## src/rtl/platform_pkg.sv

```systemverilog
// Shared stacked-platform geometry. The drawer and the collision reader both
// derive every coordinate from here so the two layouts cannot diverge.
package platform_pkg;

  localparam int SCREEN_WIDTH    = 1024;
  localparam int SCREEN_HEIGHT   = 768;
  localparam int PLATFORM_WIDTH  = 256;
  localparam int PLATFORM_HEIGHT = 10;
  localparam int N_PLATFORMS     = 10;
  localparam int SCALE           = 2;
  localparam int PLAYER_W        = 32;

  localparam int S_W = PLATFORM_WIDTH * SCALE;
  localparam int S_H = PLATFORM_HEIGHT * SCALE;
  localparam int X0  = (SCREEN_WIDTH - S_W) / 2;
  localparam int X1  = X0 + S_W - 1;
  localparam int GAP = (SCREEN_HEIGHT - N_PLATFORMS * S_H) / (N_PLATFORMS - 1);

  typedef enum logic [1:0] {
    ST_IDLE,
    ST_SCAN,
    ST_DONE
  } scan_state_t;

  // Top row of platform i; index 0 is the bottom platform.
  function automatic logic [11:0] y_top(input logic [3:0] i);
    int ii;
    int t;
    ii = int'(i);
    t  = SCREEN_HEIGHT - S_H - ii * (S_H + GAP);
    return t[11:0];
  endfunction

endpackage

```

## src/rtl/platform_collision.sv

```systemverilog
// Per-frame landing/standing query: scans platforms top-down, one per cycle,
// and reports the highest platform the player's feet cross this frame.
module platform_collision
  import platform_pkg::*;
(
  input  logic        clk,
  input  logic        rst,
  input  logic        start,
  input  logic [11:0] player_x,
  input  logic [11:0] feet_y_cur,
  input  logic [11:0] feet_y_nxt,
  output logic        busy,
  output logic        done,
  output logic        hit,
  output logic [3:0]  plat_idx,
  output logic [11:0] land_y
);

  localparam logic [3:0]  IDX_TOP  = 4'(N_PLATFORMS - 1);
  localparam logic [12:0] X0_13    = 13'(X0);
  localparam logic [11:0] X1_12    = 12'(X1);
  localparam logic [12:0] PW_M1_13 = 13'(PLAYER_W - 1);

  scan_state_t state, state_nxt;

  logic [3:0]  idx;
  logic [11:0] px_q;
  logic [11:0] cur_q;
  logic [11:0] nxt_q;

  logic [12:0] right_edge;
  logic        overlap;
  logic [11:0] cand_top;
  logic        plat_hit;

  // Right edge is formed one bit wider so a player near x=4095 cannot wrap
  // around and appear to overlap the platforms.
  assign right_edge = {1'b0, px_q} + PW_M1_13;
  assign overlap    = (right_edge >= X0_13) && (px_q <= X1_12);
  assign cand_top   = y_top(idx);
  assign plat_hit   = overlap && (cur_q <= cand_top) && (nxt_q >= cand_top);

  // NOTE: every signal driven from always_comb gets a default first, so no
  // path through the case can leave it unassigned and infer a latch.
  always_comb begin
    state_nxt = state;
    busy      = 1'b0;
    done      = 1'b0;
    unique case (state)
      ST_IDLE: begin
        if (start) state_nxt = ST_SCAN;
      end
      ST_SCAN: begin
        busy = 1'b1;
        if (plat_hit || (idx == 4'd0)) state_nxt = ST_DONE;
      end
      ST_DONE: begin
        done      = 1'b1;
        state_nxt = ST_IDLE;
      end
      default: state_nxt = ST_IDLE;
    endcase
  end

  // NOTE: sequential state uses non-blocking assignments so every register
  // samples the pre-edge values, independent of statement order.
  always_ff @(posedge clk) begin
    if (rst) begin
      state <= ST_IDLE;
    end else begin
      state <= state_nxt;
    end
  end

  always_ff @(posedge clk) begin
    if (rst) begin
      idx      <= '0;
      px_q     <= '0;
      cur_q    <= '0;
      nxt_q    <= '0;
      hit      <= 1'b0;
      plat_idx <= '0;
      land_y   <= '0;
    end else begin
      unique case (state)
        ST_IDLE: begin
          if (start) begin
            px_q     <= player_x;
            cur_q    <= feet_y_cur;
            nxt_q    <= feet_y_nxt;
            idx      <= IDX_TOP;
            hit      <= 1'b0;
            plat_idx <= '0;
            land_y   <= '0;
          end
        end
        ST_SCAN: begin
          if (plat_hit) begin
            hit      <= 1'b1;
            plat_idx <= idx;
            land_y   <= cand_top;
          end else if (idx == 4'd0) begin
            hit      <= 1'b0;
            plat_idx <= '0;
            land_y   <= '0;
          end else begin
            idx <= idx - 4'd1;
          end
        end
        default: ;
      endcase
    end
  end

endmodule

```

## config.mk

```make
export PLATFORM = sky130hd
export DESIGN_NAME = platform_collision
export DESIGN_NICKNAME = d
export VERILOG_FILES = /design/src/rtl/platform_pkg.sv /design/src/rtl/platform_collision.sv
export SDC_FILE = /design/constraint.sdc
export NUM_CORES = 1
export LEC_CHECK = 0
export ABC_CLOCK_PERIOD_IN_PS = 5100
export CAP_MARGIN = 20
export CORE_MARGIN = 5
export CORE_UTILIZATION = 25
export CTS_CLUSTER_DIAMETER = 200
export CTS_CLUSTER_SIZE = 20
export DETAILED_ROUTE_END_ITERATION = 8
export PLACE_DENSITY = 0.49
export SETUP_SLACK_MARGIN = 0.05
export SLEW_MARGIN = 20
export SYNTH_ARGS = -nofsm -noshare
export SYNTH_HDL_FRONTEND = slang
export SYNTH_SLANG_ARGS = --single-unit
export TNS_END_PERCENT = 100
```

## constraint.sdc

```tcl
create_clock -name clk -period 5.1 [get_ports clk]
set_input_delay 1.02 -clock clk [delete_from_list [all_inputs] [get_ports clk]]
set_output_delay 1.02 -clock clk [all_outputs]
set_load 0.1 [all_outputs]
```

==> impl_metrics.sql, run 1 <==
INSERT INTO impl_metrics (metric_group, metric, value, unit) VALUES
('flow_run', 'cap_violations', '0', ''),
('timing', 'report.final.hold_viol_count', '0', ''),
('layout', 'area_growth_syn_to_layout', '33.0', '%'),
('worst_hold_path', 'min_from', 'nxt_q[10]', ''),
('global_routing', 'pin_count_of_the_biggest_net_entering_global_routing', '54', ''),
('status', 'run_status', 'completed', ''),
('die', 'initial_utilization', '25.2', '%'),
('global_routing', 'groute.layer.met3.usage', '3.53', '%'),
('global_routing', 'grt_antenna_before_repair', '0', ''),
('logic_synthesis', 'avgSynthCellArea', '8.39', 'sq um'),
('timing', 'slew_headroom', '33.8', '%'),
('logic_synthesis', 'synth-seq-cells', '58', ''),
('logic_synthesis', 'synth_fa_ha_area_share', '19.2', '%'),
('global_routing', 'first_pass_grt_wire_length', '13.6', 'mm'),
('logic_synthesis', 'synthDominantCellAreaShare', '37.0', '%'),
('cts', 'cts_inserted_buffers', '9', ''),
('worst_hold_path', 'end_of_the_worst_hold_path', 'nxt_q[10]', ''),
('cts', 'cts_max_level', '3', ''),
('placement', 'gp_routability_congestion', '0.849', ''),
('global_routing', 'grt_usage', '11.7', '%'),
('logic_synthesis', 'synthFlopType', 'dfxtp_1', ''),
('cts', 'clock_insertion_delay_worst_skew', '330', 'ps'),
('setup_path', 'cp.required', '5320', 'ps'),
('logic_synthesis', 'async_reset_ff_share', '0', '%'),
('layout', 'num-fill-cells', '1326', ''),
('setup_path', 'max_stage_delay', '480', 'ps'),
('logic_synthesis', 'mappedNetlistNets', '460', ''),
('setup_path', 'critical_path.startpoint_type', 'flop', ''),
('setup_path', 'reg2regPathDepth', '19', ''),
('timing', 'report.final.slew_viol_count', '0', ''),
('pwr', 'power-per-cell-area', '343', 'nW/um^2'),
('die', 'core_area', '12500', 'sq um'),
('worst_hold_path', 'hold_depth', '2', ''),
('global_routing', 'grtUsageMet2', '18.2', '%'),
('die', 'fp-row-count', '41', ''),
('pwr', 'worst_voltage_drop_across_the_vdd_grid', '0.157', 'mV'),
('setup_path', 'critPathArrivalTime', '4880', 'ps'),
('detailed_routing', 'dr.first_iter.drc_count', '135', ''),
('logic_synthesis', 'synth_seq_area_share', '37.0', '%'),
('setup_path', 'timing.critical_path.cells', 'inv_1, ha_1, ha_1, fa_1, inv_1, ha_1, a21oi_1, o21ai_0, a21oi_1, o21ai_0, xnor2_1, buf_4, ha_1, nand4_1, a211o_1, a31oi_4, o21ai_4, and2_2, o32ai_1', ''),
('cts', 'tritoncts_clock_tree', 'yes', ''),
('global_routing', 'groute.layer.met1.usage', '15.4', '%'),
('die', 'die_height', '122', 'um'),
('global_routing', 'grt-ovfl-total', '0', ''),
('logic_synthesis', 'netlist.top_cell.by_area', 'dfxtp_1', ''),
('logic_synthesis', 'synth_area', '3140', 'sq um'),
('logic_synthesis', 'synth.distinct_cells', '40', ''),
('setup_path', 'crit_fanout', '12', ''),
('placement', 'port-buffer-count', '57', ''),
('detailed_routing', 'remaining_drc_errors', '0', ''),
('timing', 'whs', '456', 'ps'),
('detailed_routing', 'route.final.wire_length', '8.17', 'mm'),
('logic_synthesis', 'muxShareOfSynthArea', '0', '%'),
('layout', 'finalNonFillerCells', '605', ''),
('timing', 'finalCritPeriodShare', '91.5', '%'),
('detailed_routing', 'routed-via-count', '2654', ''),
('cts', 'clk_transition_reported_paths', '50', 'ps'),
('detailed_routing', 'firstDrtPassIters', '5', ''),
('die', 'floorplan.die.width', '122', 'um'),
('logic_synthesis', 'ys_top_cells_by_count', 'nand2_1 (84), dfxtp_1 (58), a21oi_1 (51)', ''),
('timing', 'fin_worst_skew', '10.4', 'ps'),
('global_routing', 'grt.busiest_layer', 'met2', ''),
('placement', 'dpl.cell_count', '590', ''),
('setup_path', 'cpMaxStageDelayCell', 'fa_1', ''),
('timing', 'tightest_slew', '990', 'ps'),
('placement', 'cell_area_after_placement', '3870', 'sq um'),
('logic_synthesis', 'synthCells', '374', ''),
('placement', 'place.detailed.hpwl', '6.22', 'mm'),
('layout', 'drive_gt1_share', '6.70', '%'),
('cts', 'cts.sinks', '58', ''),
('pwr', 'total_power', '1.43', 'mW');
[layout by cell type (no fill, tap or decap), drive strengths merged, types with 3 or more instances in the layout]
master	count
dfxtp	58
nor2b	4
a21o	3
nand4	4
buf	6
nand3	3
or3	3
inv	36
nand2b	4
a31oi	3
xnor2	6
a21oi	51
ha	45
o32ai	10
o21ai	10
a32o	5
clkbuf	10
clkdlybuf4s50	56
nand2	84
clkinv	3
nor2	6
[final cells by class]
cell class	count	area (sq um)	share of cell area [%]
Clock inverter	4	45.0	1.08
Clock buffer	10	229	5.49
Tap cell	172	215	5.16
Inverter	36	135	3.24
Timing Repair Buffer	62	603	14.5
Sequential cell	58	1160	27.9
Multi-Input combinational cell	263	1780	42.7
[registers in the layout (all words and copies together) (netlist names)]
register	flops
cur_q	12
hit	1
idx	4
land_y	11
nxt_q	12
plat_idx	4
px_q	12
state	2
[worst max-delay path: cells and delay by family, from the launching register on]
| family | cells | cell delay [ps] |
|---|---|---|
| fa+ha+maj | 5 | 1590 |
| compound gates | 8 | 1660 |
| buf+inv | 3 | 310 |
| xor+xnor | 1 | 150 |
| simple gates | 2 | 460 |
| flops | 1 | 390 |
[stage by stage]
step	utilization, %	setup slack (ps)
3_5_place_dp	31.1	136
5_1_grt	33.5	44.9
3_3_place_gp	31.1	261
6_report	33.5	435
4_1_cts	33.3	104
2_1_floorplan	-	810
[power breakdown]
part	total (mW)	switching (mW)	internal, mW
registers	0.496	0.0164	0.479
logic	0.370	0.220	0.150
clock network	0.564	0.195	0.369
[worst max path at each step]
stage	cells past startpoint	slack, ps	start	to
2_1_floorplan	20	810	idx[2]	idx[3]
3_3_place_gp	20	260	idx[2]	land_y[4]
3_5_place_dp	20	140	idx[2]	land_y[6]
4_1_cts	20	100	idx[2]	land_y[6]
5_1_grt	19	40	idx[2]	land_y[5]
6_report	19	440	idx[2]	land_y[6]
[cell families (layout without fill, tap and decap cells)]
group           count (synthesis)  in the layout
buf+inv                        53            112
simple gates                  115            115
fa+ha+maj                      47             47
flops                          58             58
compound gates                 94             94
xor+xnor                        7              7
[layer usage]
layer  share of wire (%)  wire length (um)
met4                 1.2               101
met2                  45              3660
met1                  49              3970
met5                   0                 0
met3                 5.3               436
[what timing repair did]
action | CTS | global route
hold endpoints to repair | 0 | 0
gates resized for setup | 0 | 4
endpoints found under the setup margin | 0 | 19
buffers inserted | 0 | 1
(Power assumes the default switching activity.)
==> run 2, diff against run 1 <==
--- a/config.mk
+++ b/config.mk
@@ -5,14 +5,14 @@
 export SDC_FILE = /design/constraint.sdc
 export NUM_CORES = 1
 export LEC_CHECK = 0
-export ABC_CLOCK_PERIOD_IN_PS = 5100
+export ABC_CLOCK_PERIOD_IN_PS = 3880
 export CAP_MARGIN = 20
 export CORE_MARGIN = 5
 export CORE_UTILIZATION = 25
 export CTS_CLUSTER_DIAMETER = 200
 export CTS_CLUSTER_SIZE = 20
 export DETAILED_ROUTE_END_ITERATION = 8
-export PLACE_DENSITY = 0.49
+export PLACE_DENSITY = 0.51
 export SETUP_SLACK_MARGIN = 0.05
 export SLEW_MARGIN = 20
 export SYNTH_ARGS = -nofsm -noshare
==> constraint.sdc (replaced) <==
create_clock -name clk -period 3.88 [get_ports clk]
set_input_delay 0.776 -clock clk [delete_from_list [all_inputs] [get_ports clk]]
set_output_delay 0.776 -clock clk [all_outputs]
set_load 0.1 [all_outputs]
==> run 2 against run 1 <==
The flow now finishes with violations (setup timing). Setup slack got worse by 720 ps. Core utilization increased by 5.1 points. Non-clock buffer count increased by 42. Largest cell class unchanged. Largest power group unchanged.
==> impl_metrics.sql, run 2 (synthesis gave the netlist of run 1 again) <==
INSERT INTO impl_metrics (metric_group, metric, value, unit) VALUES
('pwr', 'power-per-cell-area', '438', 'nW/um^2'),
('setup_path', 'reg2regPathDepth', '20', ''),
('setup_path', 'endpoint_kind', 'flop', ''),
('global_routing', 'grt-ovfl-total', '0', ''),
('setup_path', 'r2r-start', 'idx[2]', ''),
('setup_path', 'cp.required', '4140', 'ps'),
('cts', 'tritoncts_clock_tree', 'yes', ''),
('setup_path', 'r2r_slack', '-280', 'ps'),
('timing', 'slew_headroom', '34.0', '%'),
('timing', 'fin_worst_skew', '8.42', 'ps'),
('global_routing', 'first_pass_grt_wire_length', '14.3', 'mm'),
('placement', 'port-buffer-count', '57', ''),
('layout', 'area_growth_syn_to_layout', '53.3', '%'),
('timing', 'whs', '456', 'ps'),
('layout', 'multi_input_comb_area', '2030', 'sq um'),
('placement', 'preCtsSetupSlack', '-319', 'ps'),
('die', 'die_area', '14900', 'sq um'),
('setup_path', 'critPathArrivalTime', '4430', 'ps'),
('cts', 'cts.path.max_buffers', '2', ''),
('detailed_routing', 'routed-via-count', '2878', ''),
('placement', 'place.detailed.hpwl', '6.44', 'mm'),
('setup_path', 'critical_path.startpoint', 'idx[2]', ''),
('layout', 'most-common-layout-cells', 'nand2_1 (82), clkdlybuf4s50_1 (56), dfxtp_1 (55)', ''),
('layout', 'layout_top_registers', 'cur_q (12), nxt_q (12), px_q (12)', ''),
('layout', 'regArea', '1170', 'sq um'),
('detailed_routing', 'antenna_left', '0', ''),
('timing', 'tightest_slew', '987', 'ps'),
('detailed_routing', 'dr.first_iter.drc_count', '85', ''),
('timing', 'report.final.slew_viol_count', '0', ''),
('cts', 'cts_max_level', '3', ''),
('timing', 'setup_viol', '22', ''),
('die', 'core_area', '12500', 'sq um'),
('timing', 'final.setup.worst_slack', '-284', 'ps'),
('setup_path', 'critPathKind', 'reg2reg', ''),
('timing', 'top_achievable_clock_speed', '240', 'MHz'),
('status', 'violated_checks', 'setup timing', ''),
('cts', 'cts_inserted_buffers', '9', ''),
('layout', 'drive_gt1_share', '24.1', '%'),
('detailed_routing', 'vias_per_cell', '4.43', ''),
('worst_hold_path', 'hold_depth', '2', ''),
('worst_hold_path', 'min_delay_path_class', 'reg2reg', ''),
('global_routing', 'via_count_of_the_first_global_routing_pass', '2958', ''),
('placement', 'gp_routability_congestion', '0.832', ''),
('die', 'fp-row-count', '41', ''),
('pwr', 'worst_voltage_drop_across_the_vdd_grid', '0.213', 'mV'),
('flow_run', 'cap_violations', '0', ''),
('timing', 'rsz0062_at_grt', 'yes', ''),
('die', 'initial_utilization', '25.2', '%'),
('layout', 'mostFrequentLayoutCell', 'nand2_1', ''),
('global_routing', 'grt_antenna_before_repair', '0', ''),
('die', 'die_height', '122', 'um'),
('setup_path', 'critical_path.reg2reg.endpoint', 'idx[1]', ''),
('cts', 'cts.sinks', '58', ''),
('layout', 'num-fill-cells', '1262', ''),
('timing', 'report.final.hold_viol_count', '0', ''),
('setup_path', 'critical_path.startpoint_type', 'flop', ''),
('detailed_routing', 'remaining_drc_errors', '0', ''),
('global_routing', 'pin_count_of_the_biggest_net_entering_global_routing', '41', ''),
('detailed_routing', 'route.final.wire_length', '8.58', 'mm'),
('detailed_routing', 'wl_per_cell', '13.2', 'um'),
('timing', 'finalCritPeriodShare', '107', '%'),
('global_routing', 'grt_usage', '12.1', '%'),
('setup_path', 'crit_fanout', '7', ''),
('timing', 'min_period', '4160', 'ps'),
('setup_path', 'worstSetupEndpoint', 'idx[1]', ''),
('die', 'design.portCount', '58', ''),
('pwr', 'p_leak', '1.95', 'nW'),
('layout', 'diodes', '0', ''),
('cts', 'clock_insertion_delay_worst_skew', '330', 'ps'),
('cts', 'holdBufCountCts', '0', ''),
('status', 'run_status', 'finished, violations left', ''),
('detailed_routing', 'firstDrtPassIters', '4', ''),
('die', 'floorplan.die.width', '122', 'um'),
('cts', 'clk_transition_reported_paths', '60', 'ps'),
('cts', 'clock-root-buffer', 'clkbuf_16', ''),
('layout', 'final_net_count', '558', '');
-- run 2: where the power goes --
group | switching (mW) | total (mW) | internal (mW) | leakage [nW]
registers | 0.0233 | 0.652 | 0.629 | 0.476
logic | 0.351 | 0.688 | 0.337 | 1.34
clock network | 0.293 | 0.767 | 0.474 | 0.136
-- run 2: cell type report --
class	instances	share of cell area, %
multi-input cells	263	42.2
flip-flops and latches	58	24.4
repair buffers	104	19.8
clock buffers	10	5.20
well taps	172	4.48
inverters	36	2.97
clock inverters	6	1.01
-- run 2: worst max-delay path, stage by stage, from the launching register on --
cell and delay (ps):
dfxtp_4 380, inv_6 50, ha_4 240, ha_4 150, fa_1 490, inv_2 50, ha_4 220, nor2b_4 120
o21ai_2 130, a21boi_1 90, o21ai_1 190, nand2_1 80, a21o_1 220, ha_4 290, nand4_1 110, a211o_1 330
a31oi_4 250, o21ai_4 120, buf_6 140, or3_4 330, a21oi_2 130
-- run 2: per-layer routing --
| layer | share of wire [%] | vias up | track usage, % |
|---|---|---|---|
| li1 | - | 1483 | - |
| met1 | 49 | 1321 | 16.3 |
| met2 | 45 | 63 | 19.1 |
| met3 | 4.6 | 11 | 3.25 |
| met4 | 1.2 | 0 | 3.78 |
| met5 | 0 | - | 0 |
-- run 2: per-stage QoR --
step           power [mW]  area [sq um]  util [%]  setup TNS, ps  cells
2_1_floorplan        1.04          3320         -          -46.5    374
4_1_cts              2.11          4740      38.0          -3480    644
5_1_grt              2.25          4810      38.6          -8890    649
6_report             2.11          4810      38.6          -4550    649
3_5_place_dp         1.30          4320      34.7          -5450    623
3_3_place_gp         1.29          4320      34.7          -3930    623
-- run 2: worst min-delay path by stage --
stage / from / end
2_1_floorplan: px_q[3] / px_q[3]
5_1_grt: px_q[3] / px_q[3]
6_report: cur_q[0] / cur_q[0]
4_1_cts: px_q[10] / px_q[10]
3_3_place_gp: px_q[4] / px_q[4]
3_5_place_dp: px_q[10] / px_q[10]
-- run 2: what timing repair did --
| action | in CTS | in global routing |
|---|---|---|
| buffers inserted | 5 | 5 |
| pin swaps | 10 | 18 |
| setup endpoints to repair | 22 | 22 |
| gates resized for setup | 15 | 11 |
